File: config.mk
export PLATFORM = sky130hd
export DESIGN_NAME = ps2_transmitter
export DESIGN_NICKNAME = d
export VERILOG_FILES = /design/src/rtl/ps2_transmitter.sv
export SDC_FILE = /design/constraint.sdc
export NUM_CORES = 1
export LEC_CHECK = 0
export ABC_AREA = 1
export BUFFER_PORTS_ARGS = -buffer_cell sky130_fd_sc_hd__clkbuf_2
export CORE_AREA = 8 8 106 108
export CTS_BUF_LIST = sky130_fd_sc_hd__clkbuf_4 sky130_fd_sc_hd__clkbuf_8 sky130_fd_sc_hd__clkbuf_16
export DETAILED_ROUTE_END_ITERATION = 10
export DIE_AREA = 0 0 114 116
export PLACE_DENSITY = 0.58
export SLEW_MARGIN = 20
export SYNTH_ARGS = -nofsm -noshare
export SYNTH_HDL_FRONTEND = slang
export SYNTH_SLANG_ARGS = --single-unit
File: constraint.sdc
create_clock -name clk_i -period 3.56 [get_ports clk_i]
set_input_delay 0.356 -clock clk_i [delete_from_list [all_inputs] [get_ports clk_i]]
set_output_delay 0.356 -clock clk_i [all_outputs]
set_load 0.05 [all_outputs]
File: src/rtl/ps2_transmitter.sv
// Purpose: host-to-device PS/2 command transmitter (inhibit, start, 8 data LSB first, odd parity, stop, ACK).
// Latency: INHIBIT_CYCLES of clock inhibit, then 11 device clocks, then bus-idle wait before done_o.
// Backpressure: ready_o low while busy; data_valid_i is ignored (not queued) until ready_o returns high.
// Ports: clk_i/rst_i clock and async active-high reset; ps2_clk_i/ps2_data_i filtered line levels;
//        ps2_clk_oe_o/ps2_data_oe_o active-high pull-low enables; data_i/data_valid_i/ready_o byte handshake;
//        busy_o transaction in progress; done_o end-of-transaction pulse, error_o = NACK or timeout.
module ps2_transmitter #(
    parameter int INHIBIT_CYCLES = 10000,
    parameter int TIMEOUT_CYCLES = 200000
) (
    input  logic       clk_i,
    input  logic       rst_i,
    input  logic       ps2_clk_i,
    input  logic       ps2_data_i,
    output logic       ps2_clk_oe_o,
    output logic       ps2_data_oe_o,
    input  logic [7:0] data_i,
    input  logic       data_valid_i,
    output logic       ready_o,
    output logic       busy_o,
    output logic       done_o,
    output logic       error_o
);

    localparam logic [2:0] S_IDLE      = 3'd0;
    localparam logic [2:0] S_INHIBIT   = 3'd1;
    localparam logic [2:0] S_START     = 3'd2;
    localparam logic [2:0] S_DATA      = 3'd3;
    localparam logic [2:0] S_PARITY    = 3'd4;
    localparam logic [2:0] S_STOP      = 3'd5;
    localparam logic [2:0] S_WAIT_IDLE = 3'd6;

    localparam int IW = $clog2(INHIBIT_CYCLES + 1);
    localparam int TW = $clog2(TIMEOUT_CYCLES + 1);
    localparam logic [IW-1:0] INH_LAST = IW'(INHIBIT_CYCLES - 1);
    localparam logic [IW-1:0] INH_PRE  = IW'(INHIBIT_CYCLES - 2);
    localparam logic [TW-1:0] TO_LAST  = TW'(TIMEOUT_CYCLES - 1);

    logic [2:0]    state;
    logic          prev_clk;
    logic          clk_fall;
    logic [IW-1:0] inh_cnt;
    logic [TW-1:0] to_cnt;
    logic [3:0]    bit_idx;
    logic [7:0]    tx_dat;
    logic          parity;
    logic          ack;

    assign clk_fall = prev_clk & ~ps2_clk_i;

    // The done cycle is already IDLE in state, so masking with done_o keeps
    // ready_o and done_o mutually exclusive and delays ready_o by one cycle.
    assign ready_o = (state == S_IDLE) & ~done_o;
    assign busy_o  = ~ready_o;

    always_ff @(posedge clk_i or posedge rst_i) begin
        if (rst_i) begin
            state         <= S_IDLE;
            prev_clk      <= 1'b1;
            inh_cnt       <= '0;
            to_cnt        <= '0;
            bit_idx       <= '0;
            tx_dat        <= '0;
            parity        <= 1'b0;
            ack           <= 1'b0;
            ps2_clk_oe_o  <= 1'b0;
            ps2_data_oe_o <= 1'b0;
            done_o        <= 1'b0;
            error_o       <= 1'b0;
        end else begin
            prev_clk <= ps2_clk_i;
            done_o   <= 1'b0;
            error_o  <= 1'b0;
            case (state)
                S_IDLE: begin
                    ps2_clk_oe_o  <= 1'b0;
                    ps2_data_oe_o <= 1'b0;
                    if (data_valid_i && ready_o) begin
                        tx_dat        <= data_i;
                        parity        <= ~^data_i;
                        inh_cnt       <= '0;
                        ps2_clk_oe_o  <= 1'b1;
                        // A one-cycle inhibit must already carry the start bit.
                        ps2_data_oe_o <= (INHIBIT_CYCLES == 1);
                        state         <= S_INHIBIT;
                    end
                end
                S_INHIBIT: begin
                    if (inh_cnt == INH_LAST) begin
                        ps2_clk_oe_o  <= 1'b0;
                        ps2_data_oe_o <= 1'b1;
                        to_cnt        <= '0;
                        state         <= S_START;
                    end else begin
                        inh_cnt <= inh_cnt + IW'(1);
                        // Start bit goes low on the last inhibit cycle, before clock release.
                        if (INHIBIT_CYCLES >= 2 && inh_cnt == INH_PRE) begin
                            ps2_data_oe_o <= 1'b1;
                        end
                    end
                end
                default: begin
                    // START, DATA, PARITY, STOP, WAIT_IDLE share the edge-driven
                    // bit engine and the inter-edge timeout.
                    if (clk_fall) begin
                        to_cnt <= '0;
                        case (state)
                            S_START: begin
                                ps2_data_oe_o <= ~tx_dat[0];
                                bit_idx       <= 4'd1;
                                state         <= S_DATA;
                            end
                            S_DATA: begin
                                if (bit_idx == 4'd8) begin
                                    ps2_data_oe_o <= ~parity;
                                    state         <= S_PARITY;
                                end else begin
                                    ps2_data_oe_o <= ~tx_dat[bit_idx[2:0]];
                                    bit_idx       <= bit_idx + 4'd1;
                                end
                            end
                            S_PARITY: begin
                                ps2_data_oe_o <= 1'b0;
                                state         <= S_STOP;
                            end
                            S_STOP: begin
                                ack   <= ps2_data_i;
                                state <= S_WAIT_IDLE;
                            end
                            S_WAIT_IDLE: begin
                            end
                            default: begin
                                ps2_clk_oe_o  <= 1'b0;
                                ps2_data_oe_o <= 1'b0;
                                state         <= S_IDLE;
                            end
                        endcase
                    end else if (state == S_WAIT_IDLE && ps2_clk_i && ps2_data_i) begin
                        done_o  <= 1'b1;
                        error_o <= ack;
                        state   <= S_IDLE;
                    end else if (to_cnt == TO_LAST) begin
                        ps2_clk_oe_o  <= 1'b0;
                        ps2_data_oe_o <= 1'b0;
                        done_o        <= 1'b1;
                        error_o       <= 1'b1;
                        state         <= S_IDLE;
                    end else begin
                        to_cnt <= to_cnt + TW'(1);
                    end
                end
            endcase
        end
    end

endmodule

==> flow_summary_export.csv <==
group,metric,value,unit
layout,mostFrequentLayoutCell,"nand2_1",
clock_network,cts_root_buffer,"clkbuf_8",
layout,layout_common_cells,"nand2_1, nor2_1, dfrtp_1",
floorplanning,die_h,116,microns
critical_path,critPathKind,"reg -> reg",
hold_path,hold_path.class,"in -> async",
drt,vias,3066,
global_routing,grt_pass1_vias,3030,
clock_network,numCtsBuffers,5,
critical_path,r2r_start,"state[1]",
placement,dpl_cell_area,0.003669,sq mm
sta,hold_viol,0,
global_routing,grt_first_pass_wirelength,13.76,mm
critical_path,r2r_slack,1130,ps
critical_path,cp_max_fo,23,
floorplanning,dieArea,0.01322,sq mm
clock_network,clk_pin_slew,90,ps
logic_synthesis,syn-num-nets,505,
layout,layout-drive-gt1-share,11.07,%
critical_path,ff2ff_path_depth,10,
logic_synthesis,synth_top_flop_cell,"dfrtp_1",
pwr,powerDensity,599.7,mW/mm^2
layout,syn_to_final_growth,9.144,%
critical_path,endpoint_kind,"flop",
placement,hpwl,5.957,mm
clock_network,cts_resized,0,
floorplanning,ioPinCount,19,
placement,globalplace.congestion,0.9176,
global_routing,gr-total-overflow,0,
sta,min_period,2428,ps
clock_network,clk_latency,310,ps
sta,setup_ws,1132,ps
global_routing,grt_antenna_before_repair,0,
clock_network,cts_setup_buffers,0,
logic_synthesis,yosysSeqAreaShare,39.22,%
sta,slew_violations,0,
placement,portBuffers,18,
global_routing,grt_use_total,12.56,%
critical_path,cp_data_arrival_time,2620,ps
logic_synthesis,synth_edf_count,0,
logic_synthesis,syn_inst,487,
sta,setup_tns,0,ps
sta,grt_setup_unrepaired,"false",
clock_network,clockBufferDepth,2,
sta,finalCritPeriodShare,68.20,%
logic_synthesis,ys_ff_latch,54,
floorplanning,start_util,36.11,%
sta,tightestPinTransition,639.7,ps
clock_network,cts_tree,"built",
critical_path,r2r_end,"to_cnt[10]",
pwr,ir_drop,0.0002041,V
layout,final_area,0.003764,sq mm
clock_network,htreeDepth,2,
layout,nNetsFinal,523,
drt,drtIter0Drc,138,
logic_synthesis,synth.avg_cell_area,7.081,sq um
sta,fmax,411.9,MHz
drt,wire_per_inst,12.30,microns
sta,maxSlewHeadroom,57.29,%
drt,vias_per_cell,4.798,
floorplanning,rows,36,
status,status,"finished clean",
sta,setup_violations,0,
floorplanning,dieWidth,114,microns
sta,hold_slack,105.4,ps
drt,drc,0,
placement,post-place-ws,1100,ps
critical_path,required,3750,ps
layout,post-route-util,39.41,%
logic_synthesis,ys_types,35,
clock_network,cts.sinks,54,
global_routing,grt_max_degree,31,
clock_network,cts_hold_buffers,0,
sta,fin_skew,7.168,ps
logic_synthesis,async_flop_share,100.0,%
logic_synthesis,netlist_area,0.003448,sq mm
drt,firstDrtPassIters,4,
layout,n_antenna_cell,0,
flow_run,maxCapViolCount,0,
floorplanning,coreArea,0.009549,sq mm
pwr,leakage,1.715,nW
logic_synthesis,yosysWarningCount,0,
drt,wl,7.860,mm
drt,ant_nets,0,
critical_path,critPathLaunchType,"flop",
[layer usage]
metal  routed length [microns]  GRT usage (%)  up-vias
met5                         0              0        -
met4                        90          4.170        0
met3                       214          2.397       11
met2                      3879          21.96       38
met1                      3676          15.17     1425
li1                          -              -     1592
[kinds of logic (layout without fill, tap and decap cells)]
family,Yosys count,count (layout),share of synthesized area (%)
multiplexers,1,1,0.3265
AND/OR/NAND/NOR,293,293,37.19
buffers and inverters,58,77,7.112
flip-flops,54,54,39.22
XOR/XNOR,24,24,6.096
AO/OA/AOI/OAI,52,52,8.237
adder cells (fa/ha/maj),5,5,1.814
[area by class of cell]
class	count	area (sq um)
Clock buffer	7	90.09
Clock inverter	1	5.005
Fill cell	1054	5786
Inverter	47	178.9
Multi-Input combinational cell	375	1851
Sequential cell	54	1353
Tap cell	133	166.4
Timing Repair Buffer	22	120.1
[flip-flops by register name, indices dropped and copies added (netlist names)]
name / cells
to_cnt: 18
inh_cnt: 14
tx_dat: 8
bit_idx: 4
state: 3
ack: 1
done_o: 1
error_o: 1
parity: 1
prev_clk: 1
ps2_clk_oe_o: 1
ps2_data_oe_o: 1
[where the power goes]
part / switching, mW / internal (mW) / leakage [nW]
sequential: 0.140 / 0.753 / 0.719
combinational: 0.712 / 0.290 / 0.945
clock: 0.197 / 0.165 / 0.0517
total: 1.05 / 1.21 / 1.72
[through the flow]
| stage | instances | power, mW |
|---|---|---|
| 2_1_floorplan | 487 | 1.717 |
| 3_3_place_gp | 631 | 1.904 |
| 3_5_place_dp | 631 | 1.920 |
| 4_1_cts | 639 | 2.294 |
| 5_1_grt | 639 | 2.460 |
| 6_report | 639 | 2.257 |
[cell usage after synthesis, types with 2 or more instances]
master	instances	area, sq um
ha_1	5	62.56
dfrtp_1	53	1326
buf_2	2	10.01
clkbuf_1	6	22.52
o21ai_0	28	140.1
nand2_2	2	12.51
o22ai_1	4	25.02
xor2_1	18	157.7
nand2_1	156	585.6
nand3b_1	2	15.01
o21bai_1	3	22.52
buf_6	3	33.78
nand3_2	3	30.03
nor2_2	3	18.77
xnor2_1	6	52.55
nor3_1	15	75.07
nor2_1	60	225.2
nand3_1	36	180.2
o21ai_1	2	10.01
nand4_1	8	50.05
o21ai_2	2	17.52
inv_2	5	18.77
a21oi_1	12	60.06
nor2_4	2	22.52
inv_1	41	153.9
[worst max path at each step]
stage / to / depth (start not counted) / slack, ps / from
final: to_cnt[10] / 10 / 1130 / state[1]
after global routing: to_cnt[2] / 11 / 900 / state[1]
after CTS: to_cnt[10] / 11 / 1090 / state[1]
after detailed placement: to_cnt[4] / 10 / 1100 / state[1]
after global placement: to_cnt[6] / 10 / 1210 / state[1]
after floorplan: inh_cnt[11] / 9 / 1730 / state[2]
[worst max-delay path, cell delays in order, from the launching register on]
cell and delay [ps]:
dfrtp_1 460, inv_2 170, nand2_2 90, nor2_4 80
buf_4 270, inv_2 170, nand2_1 140, nor2_1 70
nor2_2 430, buf_4 310, o21ai_0 100
Power figures use the tool's default switching activity.
